<file path="src/rtl/alu_pkg.sv">
`default_nettype none
// ============================================================================
//  Module   : alu_pkg
//  Brief    : Shared opcode and state encodings for the multi-cycle ALU.
//  Revision : 1.0 - initial release
// ============================================================================
package alu_pkg;

    // 3-bit ALU opcodes as presented on aluCtl
    localparam logic [2:0] OP_ADD   = 3'd0;
    localparam logic [2:0] OP_SUB   = 3'd1;
    localparam logic [2:0] OP_BUMPP = 3'd2;
    localparam logic [2:0] OP_BUMPM = 3'd3;
    localparam logic [2:0] OP_MUL   = 3'd4;
    localparam logic [2:0] OP_DIV   = 3'd5;
    localparam logic [2:0] OP_MOD   = 3'd6;
    localparam logic [2:0] OP_PASS  = 3'd7;

    // Control state machine encoding
    typedef enum logic [1:0] {
        ST_IDLE = 2'd0,
        ST_MUL  = 2'd1,
        ST_DIV  = 2'd2,
        ST_FIX  = 2'd3
    } state_t;

endpackage
`default_nettype wire

</file>
<file path="src/rtl/alu_mc_if.sv">
`default_nettype none
// ============================================================================
//  Module   : alu_mc_if
//  Brief    : Request/result bundle between the control unit and alu_mc.
//  Revision : 1.0 - initial release
// ============================================================================
interface alu_mc_if #(
    parameter int WIDTH = 8
) ();
    logic             start;
    logic [2:0]       aluCtl;
    logic [WIDTH-1:0] inR;
    logic [WIDTH-1:0] inM;
    logic             busy;
    logic             done;
    logic [WIDTH-1:0] aluOut;
    logic             flagZ;
    logic             flagN;
    logic             flagV;
    logic             flagE;

    // Requester side (control unit / testbench)
    modport master (
        output start, aluCtl, inR, inM,
        input  busy, done, aluOut, flagZ, flagN, flagV, flagE
    );

    // ALU side
    modport slave (
        input  start, aluCtl, inR, inM,
        output busy, done, aluOut, flagZ, flagN, flagV, flagE
    );
endinterface
`default_nettype wire

</file>
<file path="src/rtl/alu_divider.sv">
`default_nettype none
// ============================================================================
//  Module   : alu_divider
//  Brief    : Iterative unsigned restoring divider, one quotient bit per
//             load or step. load consumes the operands and also produces the
//             first quotient bit, so WIDTH bits need load + (WIDTH-1) steps.
//  Revision : 1.0 - initial release
// ============================================================================
module alu_divider #(
    parameter int WIDTH = 8
) (
    input  logic             clk,
    input  logic             rst,
    input  logic             load,
    input  logic             step,
    input  logic [WIDTH-1:0] dividend,
    input  logic [WIDTH-1:0] divisor,
    output logic [WIDTH-1:0] quotient,
    output logic [WIDTH-1:0] remainder
);
    logic [WIDTH-1:0] quo_q, quo_d;
    logic [WIDTH-1:0] rem_q, rem_d;
    logic [WIDTH-1:0] dvs_q, dvs_d;
    logic [WIDTH-1:0] src_quo, src_rem, src_dvs;
    logic [WIDTH:0]   trial;
    logic [WIDTH:0]   diff;

    // One restoring step: shift the next dividend bit into the partial
    // remainder, subtract the divisor if it fits, shift the quotient bit in.
    always_comb begin
        src_quo = load ? dividend : quo_q;
        src_rem = load ? '0       : rem_q;
        src_dvs = load ? divisor  : dvs_q;
        trial   = {src_rem, src_quo[WIDTH-1]};
        diff    = trial - {1'b0, src_dvs};
        quo_d   = quo_q;
        rem_d   = rem_q;
        dvs_d   = dvs_q;
        if (load || step) begin
            dvs_d = src_dvs;
            if (!diff[WIDTH]) begin
                rem_d = diff[WIDTH-1:0];
                quo_d = {src_quo[WIDTH-2:0], 1'b1};
            end else begin
                rem_d = trial[WIDTH-1:0];
                quo_d = {src_quo[WIDTH-2:0], 1'b0};
            end
        end
    end

    // Divider working registers
    always_ff @(posedge clk or posedge rst) begin
        if (rst) begin
            quo_q <= '0;
            rem_q <= '0;
            dvs_q <= '0;
        end else begin
            quo_q <= quo_d;
            rem_q <= rem_d;
            dvs_q <= dvs_d;
        end
    end

    assign quotient  = quo_q;
    assign remainder = rem_q;

endmodule
`default_nettype wire

</file>
<file path="src/rtl/alu_mc.sv">
`default_nettype none
// ============================================================================
//  Module   : alu_mc
//  Brief    : Parametrised multi-cycle ALU: single-cycle add/sub/bump/pass,
//             iterative signed multiply, divide and modulo, start/done
//             handshake with busy stall, registered result and flags.
//  Revision : 1.0 - initial release
// ============================================================================
module alu_mc
    import alu_pkg::*;
#(
    parameter int WIDTH = 8
) (
    input  logic    clk,
    input  logic    rst,
    alu_mc_if.slave bus
);
    localparam int CW = $clog2(WIDTH);
    localparam int PW = 2 * WIDTH;

    state_t           state_q, state_d;
    logic [CW-1:0]    cnt_q, cnt_d;
    logic [2:0]       op_q, op_d;
    logic             qneg_q, qneg_d;     // sign of product / quotient
    logic             rneg_q, rneg_d;     // sign of dividend (remainder sign)
    logic [PW-1:0]    acc_q, acc_d;
    logic [PW-1:0]    mcand_q, mcand_d;
    logic [WIDTH-1:0] mplier_q, mplier_d;
    logic [WIDTH-1:0] alu_out_q, alu_out_d;
    logic             flag_v_q, flag_v_d;
    logic             flag_e_q, flag_e_d;
    logic             done_q, done_d;

    logic [WIDTH-1:0] mag_r, mag_m;
    logic [WIDTH-1:0] quick_res;
    logic             quick_v;
    logic [PW-1:0]    acc_next;
    logic [PW-1:0]    prod;
    logic             div_load, div_step;
    logic [WIDTH-1:0] div_quo, div_rem;

    // Operand magnitudes; the most negative value maps to 2^(WIDTH-1) unsigned
    assign mag_r = bus.inR[WIDTH-1] ? ('0 - bus.inR) : bus.inR;
    assign mag_m = bus.inM[WIDTH-1] ? ('0 - bus.inM) : bus.inM;

    // Single-cycle results and their signed-overflow flags
    always_comb begin
        quick_res = bus.inR;
        quick_v   = 1'b0;
        case (bus.aluCtl)
            OP_ADD: begin
                quick_res = bus.inR + bus.inM;
                quick_v   = (bus.inR[WIDTH-1] == bus.inM[WIDTH-1]) &&
                            (quick_res[WIDTH-1] != bus.inR[WIDTH-1]);
            end
            OP_SUB: begin
                quick_res = bus.inR - bus.inM;
                quick_v   = (bus.inR[WIDTH-1] != bus.inM[WIDTH-1]) &&
                            (quick_res[WIDTH-1] != bus.inR[WIDTH-1]);
            end
            OP_BUMPP: begin
                quick_res = bus.inM + 1'b1;
                quick_v   = !bus.inM[WIDTH-1] && quick_res[WIDTH-1];
            end
            OP_BUMPM: begin
                quick_res = bus.inM - 1'b1;
                quick_v   = bus.inM[WIDTH-1] && !quick_res[WIDTH-1];
            end
            default: begin
                quick_res = bus.inR;
                quick_v   = 1'b0;
            end
        endcase
    end

    // Control FSM next-state, multiply datapath and result/flag update
    always_comb begin
        state_d   = state_q;
        cnt_d     = cnt_q;
        op_d      = op_q;
        qneg_d    = qneg_q;
        rneg_d    = rneg_q;
        acc_d     = acc_q;
        mcand_d   = mcand_q;
        mplier_d  = mplier_q;
        alu_out_d = alu_out_q;
        flag_v_d  = flag_v_q;
        flag_e_d  = flag_e_q;
        done_d    = 1'b0;
        div_load  = 1'b0;
        div_step  = 1'b0;
        acc_next  = acc_q + (mplier_q[0] ? mcand_q : '0);
        prod      = qneg_q ? ('0 - acc_next) : acc_next;

        case (state_q)
            ST_IDLE: begin
                if (bus.start) begin
                    op_d   = bus.aluCtl;
                    qneg_d = bus.inR[WIDTH-1] ^ bus.inM[WIDTH-1];
                    rneg_d = bus.inR[WIDTH-1];
                    cnt_d  = CW'(1);
                    case (bus.aluCtl)
                        OP_MUL: begin
                            // first partial product is folded into the accept edge
                            acc_d    = mag_m[0] ? {{WIDTH{1'b0}}, mag_r} : '0;
                            mcand_d  = {{(WIDTH-1){1'b0}}, mag_r, 1'b0};
                            mplier_d = mag_m >> 1;
                            state_d  = ST_MUL;
                        end
                        OP_DIV, OP_MOD: begin
                            if (bus.inM == '0) begin
                                alu_out_d = '0;
                                flag_v_d  = 1'b0;
                                flag_e_d  = 1'b1;
                                done_d    = 1'b1;
                            end else begin
                                div_load = 1'b1;
                                state_d  = ST_DIV;
                            end
                        end
                        default: begin
                            alu_out_d = quick_res;
                            flag_v_d  = quick_v;
                            flag_e_d  = 1'b0;
                            done_d    = 1'b1;
                        end
                    endcase
                end
            end
            ST_MUL: begin
                acc_d    = acc_next;
                mcand_d  = mcand_q << 1;
                mplier_d = mplier_q >> 1;
                cnt_d    = cnt_q + CW'(1);
                if (cnt_q == CW'(WIDTH - 1)) begin
                    // overflow unless the upper WIDTH+1 bits are a pure sign extension
                    alu_out_d = prod[WIDTH-1:0];
                    flag_v_d  = !((&prod[PW-1:WIDTH-1]) || !(|prod[PW-1:WIDTH-1]));
                    flag_e_d  = 1'b0;
                    done_d    = 1'b1;
                    state_d   = ST_IDLE;
                end
            end
            ST_DIV: begin
                div_step = 1'b1;
                cnt_d    = cnt_q + CW'(1);
                if (cnt_q == CW'(WIDTH - 1)) begin
                    state_d = ST_FIX;
                end
            end
            ST_FIX: begin
                if (op_q == OP_DIV) begin
                    // a positive quotient of magnitude 2^(WIDTH-1) only arises from min / -1
                    alu_out_d = qneg_q ? ('0 - div_quo) : div_quo;
                    flag_v_d  = !qneg_q && div_quo[WIDTH-1];
                end else begin
                    alu_out_d = rneg_q ? ('0 - div_rem) : div_rem;
                    flag_v_d  = 1'b0;
                end
                flag_e_d = 1'b0;
                done_d   = 1'b1;
                state_d  = ST_IDLE;
            end
            default: begin
                state_d = ST_IDLE;
            end
        endcase
    end

    // State, operand and result registers
    always_ff @(posedge clk or posedge rst) begin
        if (rst) begin
            state_q   <= ST_IDLE;
            cnt_q     <= '0;
            op_q      <= OP_ADD;
            qneg_q    <= 1'b0;
            rneg_q    <= 1'b0;
            acc_q     <= '0;
            mcand_q   <= '0;
            mplier_q  <= '0;
            alu_out_q <= '0;
            flag_v_q  <= 1'b0;
            flag_e_q  <= 1'b0;
            done_q    <= 1'b0;
        end else begin
            state_q   <= state_d;
            cnt_q     <= cnt_d;
            op_q      <= op_d;
            qneg_q    <= qneg_d;
            rneg_q    <= rneg_d;
            acc_q     <= acc_d;
            mcand_q   <= mcand_d;
            mplier_q  <= mplier_d;
            alu_out_q <= alu_out_d;
            flag_v_q  <= flag_v_d;
            flag_e_q  <= flag_e_d;
            done_q    <= done_d;
        end
    end

    alu_divider #(
        .WIDTH (WIDTH)
    ) u_divider (
        .clk       (clk),
        .rst       (rst),
        .load      (div_load),
        .step      (div_step),
        .dividend  (mag_r),
        .divisor   (mag_m),
        .quotient  (div_quo),
        .remainder (div_rem)
    );

    assign bus.busy   = (state_q != ST_IDLE);
    assign bus.done   = done_q;
    assign bus.aluOut = alu_out_q;
    assign bus.flagZ  = (alu_out_q == '0);
    assign bus.flagN  = alu_out_q[WIDTH-1];
    assign bus.flagV  = flag_v_q;
    assign bus.flagE  = flag_e_q;

endmodule
`default_nettype wire

</file>
<file path="src/flat_wrapper.sv">
// flat-port wrapper written by rule: the top's interface ports become plain ports
module alu_mc_flat import alu_pkg::*;
#(
    parameter int WIDTH = 8
)
  (clk, rst, bus_start, bus_aluCtl, bus_inR, bus_inM, bus_busy, bus_done, bus_aluOut, bus_flagZ, bus_flagN, bus_flagV, bus_flagE);
  alu_mc_if #(.WIDTH(WIDTH)) bus_i ();
  input  logic clk;
  input  logic rst;
  input wire logic [$bits(bus_i.start)-1:0] bus_start;
  input wire logic [$bits(bus_i.aluCtl)-1:0] bus_aluCtl;
  input wire logic [$bits(bus_i.inR)-1:0] bus_inR;
  input wire logic [$bits(bus_i.inM)-1:0] bus_inM;
  output wire logic [$bits(bus_i.busy)-1:0] bus_busy;
  output wire logic [$bits(bus_i.done)-1:0] bus_done;
  output wire logic [$bits(bus_i.aluOut)-1:0] bus_aluOut;
  output wire logic [$bits(bus_i.flagZ)-1:0] bus_flagZ;
  output wire logic [$bits(bus_i.flagN)-1:0] bus_flagN;
  output wire logic [$bits(bus_i.flagV)-1:0] bus_flagV;
  output wire logic [$bits(bus_i.flagE)-1:0] bus_flagE;
  assign bus_i.start = bus_start;
  assign bus_i.aluCtl = bus_aluCtl;
  assign bus_i.inR = bus_inR;
  assign bus_i.inM = bus_inM;
  assign bus_busy = bus_i.busy;
  assign bus_done = bus_i.done;
  assign bus_aluOut = bus_i.aluOut;
  assign bus_flagZ = bus_i.flagZ;
  assign bus_flagN = bus_i.flagN;
  assign bus_flagV = bus_i.flagV;
  assign bus_flagE = bus_i.flagE;
  alu_mc #(.WIDTH(WIDTH)) u_core (.clk(clk), .rst(rst), .bus(bus_i));
endmodule
</file>
<file path="config.mk">
export PLATFORM = sky130hd
export DESIGN_NAME = alu_mc_flat
export DESIGN_NICKNAME = d
export VERILOG_FILES = /design/src/rtl/alu_pkg.sv /design/src/rtl/alu_mc_if.sv /design/src/rtl/alu_divider.sv /design/src/rtl/alu_mc.sv /design/src/flat_wrapper.sv
export SDC_FILE = /design/constraint.sdc
export NUM_CORES = 1
export LEC_CHECK = 0
export CORE_ASPECT_RATIO = 1.75
export CORE_MARGIN = 4
export CORE_UTILIZATION = 60
export CTS_CLUSTER_SIZE = 28
export DETAILED_ROUTE_END_ITERATION = 6
export PLACE_DENSITY = 0.79
export RECOVER_POWER = 100
export SLEW_MARGIN = 10
export SYNTH_ARGS = -nofsm -noshare
export SYNTH_HDL_FRONTEND = slang
export SYNTH_SLANG_ARGS = --single-unit
export TNS_END_PERCENT = 30
</file>
<file path="constraint.sdc">
create_clock -name clk -period 7.8 [get_ports clk]
set_clock_uncertainty 0.15 [all_clocks]
set_input_delay 0.78 -clock clk [delete_from_list [all_inputs] [get_ports clk]]
set_output_delay 0.78 -clock clk [all_outputs]
set_load 0.03 [all_outputs]
</file>
# Word level (Yosys, flattened, before mapping)
# Index checks and enable logic that the tools add are counted.
# W data, S select, Z words.
dict set report totals {
  register_bits 85
  input_bits 22
  out_inout_bits 14
  word_cells 138
}
dict set report classes {
  add_sub_neg 12
  n_eq_ne 23
  n_mux 58
  n_bitwise 1
  reduce_logical 29
}
# cell n
set ops {}
lappend ops {{$mux W8} 15}
lappend ops {{$mux W16} 6}
lappend ops {{$pmux W16 S2} 2}
lappend ops {{$pmux W8 S2} 2}
lappend ops {{$pmux W8 S4} 1}
lappend ops {{$sub A1 B8 Y8 const A} 4}
lappend ops {{$pmux W8 S3} 1}
lappend ops {{$add A16 B16 Y16} 1}
lappend ops {{$logic_not A8 Y1} 2}
lappend ops {{$mux W1} 16}
lappend ops {{$sub A1 B16 Y16 const A} 1}
lappend ops {{$eq A3 B3 Y1 const B} 5}
lappend ops {{$reduce_and A5 Y1} 2}
lappend ops {{$pmux W1 S3} 3}
lappend ops {{$reduce_and A9 Y1} 1}
lappend ops {{$reduce_or A9 Y1} 1}
lappend ops {{$sub A9 B8 Y9} 1}
lappend ops {{$add A8 B1 Y8 const B} 1}
lappend ops {{$add A8 B8 Y8} 1}
lappend ops {{$mux W2} 4}
lappend ops {{$pmux W2 S4} 1}
lappend ops {{$sub A8 B1 Y8 const B} 1}
lappend ops {{$sub A8 B8 Y8} 1}
lappend ops {{$eq A3 B2 Y1 const B} 2}
lappend ops {{26 further kinds} 48}

# Logic depth before layout (Yosys ltp)
dict set report depth {
  depth_word 10
  depth_mapped 21
  ltp_nobuf 19
}

# Hierarchy
# Synthesis repeated with hierarchy kept, for this count alone.
dict set report unflattened {
  hier_cells 879
  area_unflattened_um2 7309.5
}
# module instances cells_each area_each_um2
set modules_own_cells {}
lappend modules_own_cells {alu_mc 1 726 5811.8}
lappend modules_own_cells {alu_divider 1 153 1497.7}

# Worst setup path after synthesis
# Ideal clock, no wire load.
dict set report synth_timing {
  path_type {input -> register}
  from {input bus_inM[1]}
  to {register u_core.u_divider.rem_q[0] (netlist: u_core.u_divider.remainder[0])}
  arrival_time_ns 4.538
  setup_slack_ns 3.035
  stages 21
  cell_sequence {inv_1 ha_1 nand4_1 nor3_1 or3_1 clkbuf_1 clkbuf_1 nand2_1 nand2_1 inv_1 ha_1 nor2b_1 o21ai_1 nand2b_1 a21o_1 a21o_1 a21o_1 a21oi_1 xnor2_2 mux2_2 o21ai_1}
}
dict set report synth_via {
  elab_chain_cells 8
}
# element line
set synth_lines {}
lappend synth_lines {{from (decl)} flat_wrapper.sv:13} ;# input wire logic [$bits(bus_i.inM)-1:0] bus_inM;
lappend synth_lines {{branches (longest 8 deep; another with $sub A9 B8 Y9)} -}
lappend synth_lines {{to (signal assigned)} alu_divider.sv:59} ;# rem_q <= rem_d;
lappend synth_lines {{to (decl)} alu_divider.sv:22} ;# logic [WIDTH-1:0] rem_q, rem_d;
# Parallel ways; which one is timed is not known.
# A chain may end at the register's enable or synchronous reset.

# Final worst setup path
dict set report layout_timing {
  from {input bus_aluCtl[0]}
  to {register u_core.u_divider.rem_q[0] (netlist: u_core.u_divider.remainder[0])}
}
dict set report layout_via {
  elab_chain_cells 8
}
# element line
set layout_lines {}
lappend layout_lines {{from (decl)} flat_wrapper.sv:11} ;# input wire logic [$bits(bus_i.aluCtl)-1:0] bus_aluCtl;
lappend layout_lines {{$eq A3 B3 Y1} alu_mc.sv:102} ;# case (bus.aluCtl)
lappend layout_lines {{$reduce_or A2 Y1 *} alu_mc.sv:102}
lappend layout_lines {{$mux W1 *} alu_mc.sv:102}
lappend layout_lines {{$mux W1 *} alu_mc.sv:97} ;# if (bus.start) begin
lappend layout_lines {{$mux W1 *} alu_mc.sv:95} ;# case (state_q)
lappend layout_lines {{$mux W8 (on tied branches)} {alu_divider.sv:31, alu_divider.sv:32, alu_divider.sv:33}}
lappend layout_lines {{$sub A9 B8 Y9} alu_divider.sv:35} ;# diff = trial - {1'b0, src_dvs};
lappend layout_lines {{$mux W8} alu_divider.sv:41} ;# if (!diff[WIDTH]) begin
# Every way passes the cells marked *; elsewhere a longest branch is shown, timed or not.

==> results_dict.tcl <==
set metrics [dict create \
    mostFrequentLayoutCells "nand2_1, o21ai_0, dfrtp_1" \
    pin_count 36 \
    dieArea_mm2 0.0135 \
    slowest_delay_ps 1180 \
    slew_violations 84 \
    initial_utilization_pct 60.8 \
    power.leakage_nw 3.49 \
    worst-slew-pin-transition_ps 4520 \
    clkSinkCount 83 \
    synthCells 870 \
    critPathBufInv 2 \
    first_iter_violations 351 \
    nFillCells 1000 \
    io_buffers 35 \
    final_nets 954 \
    cp_num_cells 18 \
    postCtsHoldBufs 0 \
    crit_slowest_cell "dlygate4sd3_1" \
    status "finished with violations" \
    ir_drop_uv 306 \
    antenna_found_initial 0 \
    synth_nets 946 \
    post-route-min-period_ps 6340 \
    ys_top_cells_by_area "dfrtp_1, ha_1, nand2_1" \
    layout-drive-gt1-share_pct 4.19 \
    wl_per_cell_um 19.1 \
    dp.cells 1002 \
    postSynthAreaPerCell_um2 8.05 \
    hold_class "reg2reg" \
    tns_ps 0 \
    reg2reg_from "u_core.state_q[0]$_DFFE_PP0P_" \
    p_per_area_mw_per_mm2 420 \
    relSlewSlack_pct -202 \
    rows 52 \
    cpLargestDelayFamily "buffers and inverters" \
    yosys.area.top_type "dfrtp_1" \
    cp-end-kind "flip-flop" \
    synth_edf_count 0 \
    htree_levels 3 \
    crit_end "u_core.u_divider.remainder[0]$_DFFE_PP0P_" \
    yosys_warnings 0 \
    critPathLaunch "bus_aluCtl[0]" \
    n_antenna_cell 0 \
    grt_max_degree 84 \
    setup_viol 0 \
    root_buffer "clkbuf_16" \
    syn2layout_area_growth_pct 9.72 \
    maxCapViolations 2 \
    synth_async_sr_flop_share_pct 100 \
    final_core_util_pct 66.7 \
    antenna_left 0 \
    vias_per_cell 6.36 \
    worstReg2RegEnd "u_core.u_divider.remainder[0]$_DFFE_PP0P_" \
    ys_seq_elements 83 \
    crit_chain "dlygate4sd3_1 > xor2_1 > nand2_1 > nor3_2 > clkbuf_1 > mux2i_1 > ha_1 > fa_1 > nor2b_1 > o21ai_0 > nand2b_1 > a21o_1 > a21o_1 > a21o_1 > a21oi_1 > xnor2_1 > mux2_2 > o21ai_0" \
    synth-main-ff-cell "dfrtp_1" \
    multi_input_area_mm2 0.00457 \
    start_kind "input port" \
    synth_top_area_share_pct 29.7 \
    core_mm2 0.0115 \
    grt_usage_pct 29.9 \
    die_h_um 151 \
    final_common_cell "nand2_1" \
    die_w_um 89.7 \
    grt_pass1_vias 6480 \
    cp_max_fo 25 \
    dp_hpwl_mm 14.9 \
    reg2reg_depth 18 \
    final_cells 1018 \
    clk_latency_ps 340 \
    crit_type "in2reg" \
    clkTransAtPathRegs_ps 60 \
    vias 6473 \
    synthDistinctLibCells 62 \
    drc 0 \
    post-cts-setup-buffers 0 \
    violations "max-capacitance violations, max-slew violations" \
    syn-cell-area_mm2 0.00700 \
    reg2reg_slack_ps 1990 \
    cts_tree "yes" \
    grt_pass1_wl_mm 31.2 \
    crit_required_ps 7910 \
    crit_arrival_ps 6440 \
    synth_seq_area_share_pct 29.7 \
    finalHoldViolCount 0 \
    cts_buffer_depth 2 \
    place_congestion 0.968 \
    rsz0062_at_grt "false" \
    ctsResizeCount 0 \
    grt_overflow 0 \
    max_freq_mhz 158 \
    period_share_pct 81.2 \
    crit_top_cell "a21o_1" \
    wl_mm 19.5 \
    cts_made_buffers 9 \
    first_pass_iters 5 \
    ff_latch_area_mm2 0.00208 \
]
[area by class of cell]
| class | instances | share of cell area, % |
|---|---|---|
| tap | 135 | 2.20 |
| multi-input combinational | 694 | 59.4 |
| inverter | 48 | 2.36 |
| clock buffer | 11 | 3.16 |
| clock inverter | 5 | 0.798 |
| timing repair buffer | 42 | 5.05 |
| sequential | 83 | 27.0 |
[logic make-up after synthesis]
logic type      synth area share, %
buf+inv                        5.04
mux                            5.95
compound gates                 20.8
fa+ha+maj                      10.1
xor+xnor                       8.11
flops                          29.7
simple gates                   20.4
[state kept, by name, indices dropped and copies added, names as in the netlist]
register,flops
u_core.u_divider.remainder,8
u_core.mcand_q,15
u_core.u_divider.quotient,8
u_core.cnt_q,3
u_core.op_q,3
u_core.bus.done,1
u_core.u_divider.dvs_q,8
u_core.mplier_q,7
u_core.bus.flagV,1
u_core.rneg_q,1
u_core.acc_q,16
u_core.bus.aluOut,8
u_core.state_q,2
u_core.bus.flagE,1
u_core.qneg_q,1
[through the flow]
| step | worst slack, ps | hold WS, ps | power [mW] | cell area, µm² |
|---|---|---|---|---|
| CTS | 2200 | 330 | 3.24 | 7710 |
| global placement | 2060 | 305 | 2.70 | 7410 |
| floorplan | 3040 | 289 | 2.28 | 7000 |
| global route | 1140 | 362 | 3.47 | 7680 |
| finish | 1460 | 331 | 3.22 | 7680 |
| detailed placement | 1850 | 316 | 2.79 | 7410 |
[cells in the mapped netlist (10+ instances only)]
library cell,instances
ha_1,50
nand2_1,137
o211ai_1,13
inv_1,47
nor3_1,24
nand2b_1,10
nand3_1,19
mux2i_1,36
a21oi_1,40
clkbuf_1,41
and2_1,21
o21ai_0,90
dfrtp_1,83
nor2_1,39
a31oi_1,10
xnor2_1,45
xor2_1,18
nor2b_1,11
[routing by layer]
layer,routed length (µm),vias to the layer above,track usage [%]
li1,-,3072,-
met1,6770,3102,30.2
met2,10300,219,52.8
met3,949,80,5.55
met4,1480,0,21.6
met5,0,-,0
[worst min-delay path, cell delays in order, from the launching register on]
cell and delay [ps]:
dfrtp_1 330, nand2_1 50, nand2_1 70
[worst min path at each step]
stage	from	end	slack [ps]	depth (start not counted)
global placement	u_core.u_divider.dvs_q[1]$_DFFE_PP0P_	u_core.u_divider.dvs_q[1]$_DFFE_PP0P_	310	2
floorplan	u_core.u_divider.dvs_q[0]$_DFFE_PP0P_	u_core.u_divider.dvs_q[0]$_DFFE_PP0P_	290	2
finish	u_core.u_divider.dvs_q[2]$_DFFE_PP0P_	u_core.u_divider.dvs_q[2]$_DFFE_PP0P_	330	2
detailed placement	u_core.u_divider.dvs_q[2]$_DFFE_PP0P_	u_core.u_divider.dvs_q[2]$_DFFE_PP0P_	320	2
CTS	u_core.u_divider.dvs_q[2]$_DFFE_PP0P_	u_core.u_divider.dvs_q[2]$_DFFE_PP0P_	330	2
global route	u_core.mplier_q[1]$_DFFE_PP0P_	u_core.mplier_q[1]$_DFFE_PP0P_	360	2
[power breakdown]
group	total, mW	switching (mW)	leakage, nW	internal [mW]
Sequential	0.810	0.187	1.06	0.624
Combinational	1.98	1.17	2.29	0.805
Clock	0.434	0.177	0.138	0.258
Total	3.22	1.54	3.49	1.69
No activity file was read; power rests on OpenSTA's default activity.
